--- config.mk ---
export PLATFORM = sky130hd
export DESIGN_NAME = sdk_host_endpoint
export DESIGN_NICKNAME = d
export VERILOG_FILES = /design/src/rtl/sdk_ep_pkg.sv /design/src/rtl/sdk_sync_fifo.sv /design/src/rtl/sdk_host_endpoint.sv
export SDC_FILE = /design/constraint.sdc
export NUM_CORES = 1
export LEC_CHECK = 0
export CAP_MARGIN = 5
export CORE_MARGIN = 1
export CORE_UTILIZATION = 45
export CTS_CLUSTER_SIZE = 25
export DETAILED_ROUTE_END_ITERATION = 16
export GPL_ROUTABILITY_DRIVEN = 0
export GPL_TIMING_DRIVEN = 1
export PLACE_DENSITY = 0.66
export SLEW_MARGIN = 20
export SYNTH_ARGS = -nofsm -noshare
export SYNTH_HDL_FRONTEND = slang
export SYNTH_SLANG_ARGS = --single-unit
--- constraint.sdc ---
create_clock -name SDK_CLK -period 4.4 [get_ports SDK_CLK]
set_input_delay 0.44 -clock SDK_CLK [delete_from_list [all_inputs] [get_ports SDK_CLK]]
set_output_delay 0.44 -clock SDK_CLK [all_outputs]
set_load 0.005 [all_outputs]
--- src/rtl/sdk_ep_pkg.sv ---
// Shared defaults and channel FSM encoding for the SDK host endpoint.
package sdk_ep_pkg;

    localparam int SDK_DW = 16;
    localparam int SDK_AW = 4;

    typedef enum logic [1:0] {
        ST_IDLE   = 2'd0,
        ST_WAIT   = 2'd1,
        ST_SWITCH = 2'd2
    } ch_state_e;

endpackage

--- src/rtl/sdk_sync_fifo.sv ---
// FWFT synchronous FIFO with registered count, empty/full and one programmable almost flag.
// ALMOST_LOW=1: almost_o = count <= LVL; ALMOST_LOW=0: almost_o = count >= depth - LVL.
module sdk_sync_fifo
    import sdk_ep_pkg::*;
#(
    parameter int DW         = SDK_DW,
    parameter int AW         = SDK_AW,
    parameter int LVL        = 2,
    parameter bit ALMOST_LOW = 1'b1
) (
    input  logic          clk_i,
    input  logic          rst_ni,
    input  logic          push_i,
    input  logic [DW-1:0] din_i,
    input  logic          pop_i,
    output logic [DW-1:0] dout_o,
    output logic          empty_o,
    output logic          full_o,
    output logic          almost_o
);

    localparam int DEPTH   = 1 << AW;
    localparam int ALM_THR = ALMOST_LOW ? ((LVL > DEPTH) ? DEPTH : LVL)
                                        : ((LVL >= DEPTH) ? 0 : DEPTH - LVL);
    localparam logic [AW:0] THR_V   = (AW+1)'(ALM_THR);
    localparam logic [AW:0] DEPTH_V = (AW+1)'(DEPTH);
    localparam logic [AW:0] ONE_V   = (AW+1)'(1);

    logic [DW-1:0] mem [DEPTH];
    logic [AW:0]   wr_ptr_q, wr_ptr_d, rd_ptr_q, rd_ptr_d, cnt_q, cnt_d;
    logic          empty_q, empty_d, full_q, full_d, almost_q, almost_d;
    logic          wr_en, rd_en;

    // Push+pop on full or empty moves both pointers, so the count is unchanged.
    assign wr_en = push_i & (~full_q | pop_i);
    assign rd_en = pop_i & (~empty_q | push_i);

    always_comb begin
        wr_ptr_d = wr_ptr_q;
        rd_ptr_d = rd_ptr_q;
        cnt_d    = cnt_q;
        if (wr_en) wr_ptr_d = wr_ptr_q + ONE_V;
        if (rd_en) rd_ptr_d = rd_ptr_q + ONE_V;
        if (wr_en && !rd_en) cnt_d = cnt_q + ONE_V;
        if (rd_en && !wr_en) cnt_d = cnt_q - ONE_V;
        empty_d  = (cnt_d == '0);
        full_d   = (cnt_d == DEPTH_V);
        almost_d = ALMOST_LOW ? (cnt_d <= THR_V) : (cnt_d >= THR_V);
    end

    always_ff @(posedge clk_i or negedge rst_ni) begin
        if (!rst_ni) begin
            wr_ptr_q <= '0;
            rd_ptr_q <= '0;
            cnt_q    <= '0;
            empty_q  <= 1'b1;
            full_q   <= 1'b0;
            almost_q <= ALMOST_LOW ? 1'b1 : (ALM_THR == 0);
        end else begin
            wr_ptr_q <= wr_ptr_d;
            rd_ptr_q <= rd_ptr_d;
            cnt_q    <= cnt_d;
            empty_q  <= empty_d;
            full_q   <= full_d;
            almost_q <= almost_d;
        end
    end

    always_ff @(posedge clk_i) begin
        if (wr_en) mem[wr_ptr_q[AW-1:0]] <= din_i;
    end

    assign dout_o   = empty_q ? '0 : mem[rd_ptr_q[AW-1:0]];
    assign empty_o  = empty_q;
    assign full_o   = full_q;
    assign almost_o = almost_q;

endmodule

--- src/rtl/sdk_host_endpoint.sv ---
// Host-side SDK FIFO endpoint: TX/RX FIFOs, channel-change FSM and sticky error flags.
// Define SDK_EP_STATS_EN to add the tx_words/rx_words word counters.
module sdk_host_endpoint
    import sdk_ep_pkg::*;
#(
    parameter int DW     = SDK_DW,
    parameter int AW     = SDK_AW,
    parameter int AE_LVL = 2,
    parameter int AF_LVL = 2
) (
    input  logic          SDK_CLK,
    input  logic          SDK_RSTN,
    input  logic          h_tx_valid,
    input  logic [DW-1:0] h_tx_data,
    output logic          h_tx_ready,
    output logic          h_rx_valid,
    output logic [DW-1:0] h_rx_data,
    input  logic          h_rx_ready,
    input  logic [7:0]    h_ch,
    input  logic          h_ch_req,
    output logic          h_ch_busy,
    input  logic          h_err_clr,
    output logic          err_underflow,
    output logic          err_overflow,
    output logic [7:0]    SDK_CH,
    input  logic          SDK_RD,
    output logic [DW-1:0] SDK_DI,
    output logic          SDK_AlmostEmpty,
    output logic          SDK_Empty,
    input  logic          SDK_WR,
    input  logic [DW-1:0] SDK_DO,
    output logic          SDK_AlmostFull,
    output logic          SDK_Full
`ifdef SDK_EP_STATS_EN
    ,
    output logic [31:0]   tx_words,
    output logic [31:0]   rx_words
`endif
);

    ch_state_e  state_q, state_d;
    logic [7:0] ch_pend_q, ch_pend_d, ch_q, ch_d;
    logic       unf_q, ovf_q;
    logic       tx_full, rx_empty;
    logic       tx_push, tx_pop, rx_push, rx_pop;

    assign tx_push = h_tx_valid & h_tx_ready;
    assign tx_pop  = SDK_RD & ~SDK_Empty;
    assign rx_push = SDK_WR & ~SDK_Full;
    assign rx_pop  = h_rx_valid & h_rx_ready;

    sdk_sync_fifo #(.DW(DW), .AW(AW), .LVL(AE_LVL), .ALMOST_LOW(1'b1)) u_tx_fifo (
        .clk_i    (SDK_CLK),
        .rst_ni   (SDK_RSTN),
        .push_i   (tx_push),
        .din_i    (h_tx_data),
        .pop_i    (tx_pop),
        .dout_o   (SDK_DI),
        .empty_o  (SDK_Empty),
        .full_o   (tx_full),
        .almost_o (SDK_AlmostEmpty)
    );

    sdk_sync_fifo #(.DW(DW), .AW(AW), .LVL(AF_LVL), .ALMOST_LOW(1'b0)) u_rx_fifo (
        .clk_i    (SDK_CLK),
        .rst_ni   (SDK_RSTN),
        .push_i   (rx_push),
        .din_i    (SDK_DO),
        .pop_i    (rx_pop),
        .dout_o   (h_rx_data),
        .empty_o  (rx_empty),
        .full_o   (SDK_Full),
        .almost_o (SDK_AlmostFull)
    );

    always_comb begin
        state_d   = state_q;
        ch_pend_d = ch_pend_q;
        ch_d      = ch_q;
        unique case (state_q)
            ST_IDLE: if (h_ch_req) begin
                state_d   = ST_WAIT;
                ch_pend_d = h_ch;
            end
            ST_WAIT: if (SDK_Empty && rx_empty) state_d = ST_SWITCH;
            ST_SWITCH: begin
                ch_d    = ch_pend_q;
                state_d = ST_IDLE;
            end
            default: state_d = ST_IDLE;
        endcase
    end

    always_ff @(posedge SDK_CLK or negedge SDK_RSTN) begin
        if (!SDK_RSTN) begin
            state_q   <= ST_IDLE;
            ch_pend_q <= '0;
            ch_q      <= '0;
            unf_q     <= 1'b0;
            ovf_q     <= 1'b0;
        end else begin
            state_q   <= state_d;
            ch_pend_q <= ch_pend_d;
            ch_q      <= ch_d;
            // A fresh error in the clearing cycle keeps its flag set.
            unf_q     <= (SDK_RD & SDK_Empty) | (unf_q & ~h_err_clr);
            ovf_q     <= (SDK_WR & SDK_Full)  | (ovf_q & ~h_err_clr);
        end
    end

    assign h_ch_busy     = (state_q != ST_IDLE);
    assign h_tx_ready    = ~tx_full & ~h_ch_busy;
    assign h_rx_valid    = ~rx_empty;
    assign SDK_CH        = ch_q;
    assign err_underflow = unf_q;
    assign err_overflow  = ovf_q;

`ifdef SDK_EP_STATS_EN
    logic [31:0] tx_words_q, rx_words_q;

    always_ff @(posedge SDK_CLK or negedge SDK_RSTN) begin
        if (!SDK_RSTN) begin
            tx_words_q <= '0;
            rx_words_q <= '0;
        end else if (h_err_clr) begin
            tx_words_q <= '0;
            rx_words_q <= '0;
        end else begin
            if (tx_pop)  tx_words_q <= tx_words_q + 32'd1;
            if (rx_push) rx_words_q <= rx_words_q + 32'd1;
        end
    end

    assign tx_words = tx_words_q;
    assign rx_words = rx_words_q;
`endif

endmodule

==> out/results.txt <==
Status = complete, no violations
Sequential power share = 42.2%
CTS max path bufs = 3
Die width = 222 µm
Ys flop type = edfxtp_1
WP data required = 3.96 ns
Final Hold Viols = 0
Drt initial violations = 968
Syn Nets = 1108
Worst clock skew = 0.0246 ns
Antenna violations before repair = 0
CP Launch Point = u_rx_fifo.rd_ptr_q[0]$_DFFE_PN0P_
Reg2Reg Capture Point = u_tx_fifo.mem[8][11]$_DFFE_PP_
Final slew viol count = 0
Tightest Pin Transition = 1.04 ns
Final ANT Viol Nets = 0
Setup CP Type = flip-flop to output port
Core area = 0.0477 mm²
Vias in the first global route = 10800
First-pass GRT wire length = 69.2 mm
Diode count = 0
Pint = 11.4 mW
Yosys warning count = 0
Layout cells sized above 1 = 25.0%
H-tree depth = 2
DRT Wirelength = 46.3 mm
Maximum fanout along the worst path = 36
NetSw = 4.62 mW
Reg2reg start = state_q[0]$_DFFE_PN0P_
Period minus WS final = 3.83 ns
Total GRT Usage = 19.1%
Post-DP HPWL = 27.8 mm
WL/cell = 25.0 µm
Full die area = 0.0493 mm²
CTS Root Cell = clkbuf_16
Reg2reg setup slack = 1.70 ns
# DRC = 0
Largest net degree at the start of global routing = 53
IO Count = 97
Final Cycle Share = 87.0%
CTS tree = built
Finish-stage setup viols = 0
CP endpoint = h_rx_data[13]
Switch share = 28.9%
Final Net Count = 1250
Combinational Power Share = 27.9%
Avg Synthesized Cell Area = 20.8 µm²
Post-Syn Area = 0.0218 mm²
Startpoint Class = flip-flop
Power density over cell area = 627 mW/mm²
Global route overflow = 0
Area share of the largest cell type after synthesis = 70.5%
Port Buffers = 96
R2r worst-path depth = 3
CTS buffer count = 57
Cell taking the most area after synthesis = edfxtp_1
Synth area leaders = edfxtp_1 71%, mux4_2 13%, dfrtp_1 5.6%
CP arrival = 3.39 ns
Synth cell types = 48
Rows = 80
Routed via count = 10700
EDFF count, synth = 512
Max-Cap Viols = 0
Sequential share of the synthesized area = 76.5%
Rel. slew slack = 30.4%
Max rail drop VDD = 0.485 mV
CTS Sinks = 564
Hold_ws = 0.448 ns
Worst Hold Class = input pin to flip-flop
Initial Util = 45.7%
Clk_lat worst skew = 0.61 ns
DR pass1 iterations = 5
Leak Pwr = 8.30 nW
Sum Neg Setup Slack = 0 ns
Clock power frac = 29.8%
Post-synth ARST share = 9.22%
Clock transition at the registers of the reported paths = 0.06 ns
Fmax = 261 MHz
Syn Inst Count = 1046
Synth-to-Final Area Change = 17.3%
#FFs+latches synth = 564
RSZ-0062 raised after global routing = false
PostCTS Resize Cnt = 0
Crit. End Element = output port
Die Span Y = 222 µm
Total power = 16.0 mW
Vias per Instance = 5.76
-- what timing repair did --
| action | CTS | global route |
|---|---|---|
| endpoints found under the hold margin | 49 | 0 |
| hold buffers | 1 | 0 |
| endpoints found under the setup margin | 0 | 0 |
| setup buffers | 0 | 0 |
-- synth_stat cells (16+ instances only) --
master    number
buf_2         16
clkbuf_1      33
mux4_2       128
inv_1         17
nand2_1       23
edfxtp_1     512
nor2_1        28
a22oi_1       66
mux2_2        16
xnor2_1       18
a21oi_1       34
dfrtp_1       49
-- layout by cell type (no fill, tap or decap), types with 2 or more instances in the layout --
cell and instances:
a21oi_1 34, a22oi_1 66, and2_1 2, and3_1 5, buf_4 41, bufinv_16 7
clkbuf_1 11, clkbuf_16 57, clkdlybuf4s50_1 95, clkinv_1 14, clkinv_2 13, clkinvlp_4 2
dfrtp_1 45, dfrtp_2 2, dfrtp_4 2, dfstp_2 3, edfxtp_1 512, ha_1 14
inv_1 17, inv_6 2, mux2_2 16, mux4_2 128, nand2_1 23, nand2b_1 5
nand3_1 6, nand4_1 4, nor2_1 16, nor2_2 11, nor2_4 2, nor2b_1 7
nor3_1 2, nor3_2 8, nor4_1 6, nor4_2 4, o211ai_1 2, o21ai_0 8
xnor2_1 18, xor2_1 3
-- how the worst min path moves through the flow --
stage	from	endpoint	slack, ns	cells past startpoint
after floorplan	SDK_RSTN	SDK_CH[0]$_DFFE_PN0N_	0.14	0
after global placement	ch_pend_q[0]$_DFFE_PN0P_	SDK_CH[0]$_DFFE_PN0N_	0.48	1
after detailed placement	SDK_CH[0]$_DFFE_PN0N_	SDK_CH[0]$_DFFE_PN0N_	0.49	1
after CTS	h_ch[4]	ch_pend_q[4]$_DFFE_PN0P_	0.41	2
after global routing	h_ch[4]	ch_pend_q[4]$_DFFE_PN0P_	0.42	2
final	h_ch[3]	ch_pend_q[3]$_DFFE_PN0P_	0.45	2
-- metrics by stage --
stage	cell area [µm²]	setup WS [ns]	cells	util [%]
floorplan	21800	1.31	1046	-
global route	25600	0.405	1850	53.6
detailed placement	23700	1.15	1743	49.7
global placement	23700	1.20	1743	49.7
CTS	25600	0.480	1850	53.5
finish	25600	0.571	1850	53.6
-- kinds of logic after synthesis --
group	synth area share, %
AO/OA/AOI/OAI	3.73
XOR/XNOR	0.844
adder cells (fa/ha/maj)	0.804
buffers and inverters	1.45
flip-flops	76.5
multiplexers	14.1
AND/OR/NAND/NOR	2.62
-- final cells by class --
cell class,count,area [µm²]
inverter,18,67.6
clock buffer,68,1470
clock inverter,38,377
fill,3656,22200
multi-input combinational,408,4900
tap,615,769
timing repair buffer,139,1290
sequential,564,16700
-- sequential cells by signal, summed over array words and instances (netlist names), 5 cells and up --
signal and count:
u_tx_fifo.mem 256, u_tx_fifo.cnt_q 5, u_rx_fifo.cnt_q 5, u_rx_fifo.mem 256
SDK_CH 8, ch_pend_q 8
-- layer usage --
metal  track usage, %  up-vias  part of all wire (%)
met5                0        -                     0
met4             6.61        0                   3.0
met3             2.90       93                   5.4
met2             30.2      351                    49
met1             27.1     5608                    43
li1                 -     4609                     -
-- power by group through the flow --
stage	combinational (mW)	clock (mW)	sequential, mW
floorplan	2.95	0	6.54
global placement	4.47	0	6.86
detailed placement	4.52	0	6.89
CTS	4.55	4.89	6.78
global route	4.82	5.07	6.84
finish	4.48	4.78	6.77
-- worst max-delay path, cell delays in order (launching register included) --
cell and delay [ns]:
dfrtp_4 0.92, buf_4 0.37, mux4_2 0.54, a22oi_1 0.30, a21oi_1 0.16, clkdlybuf4s50_1 0.48
Power figures use the tool's default switching activity.
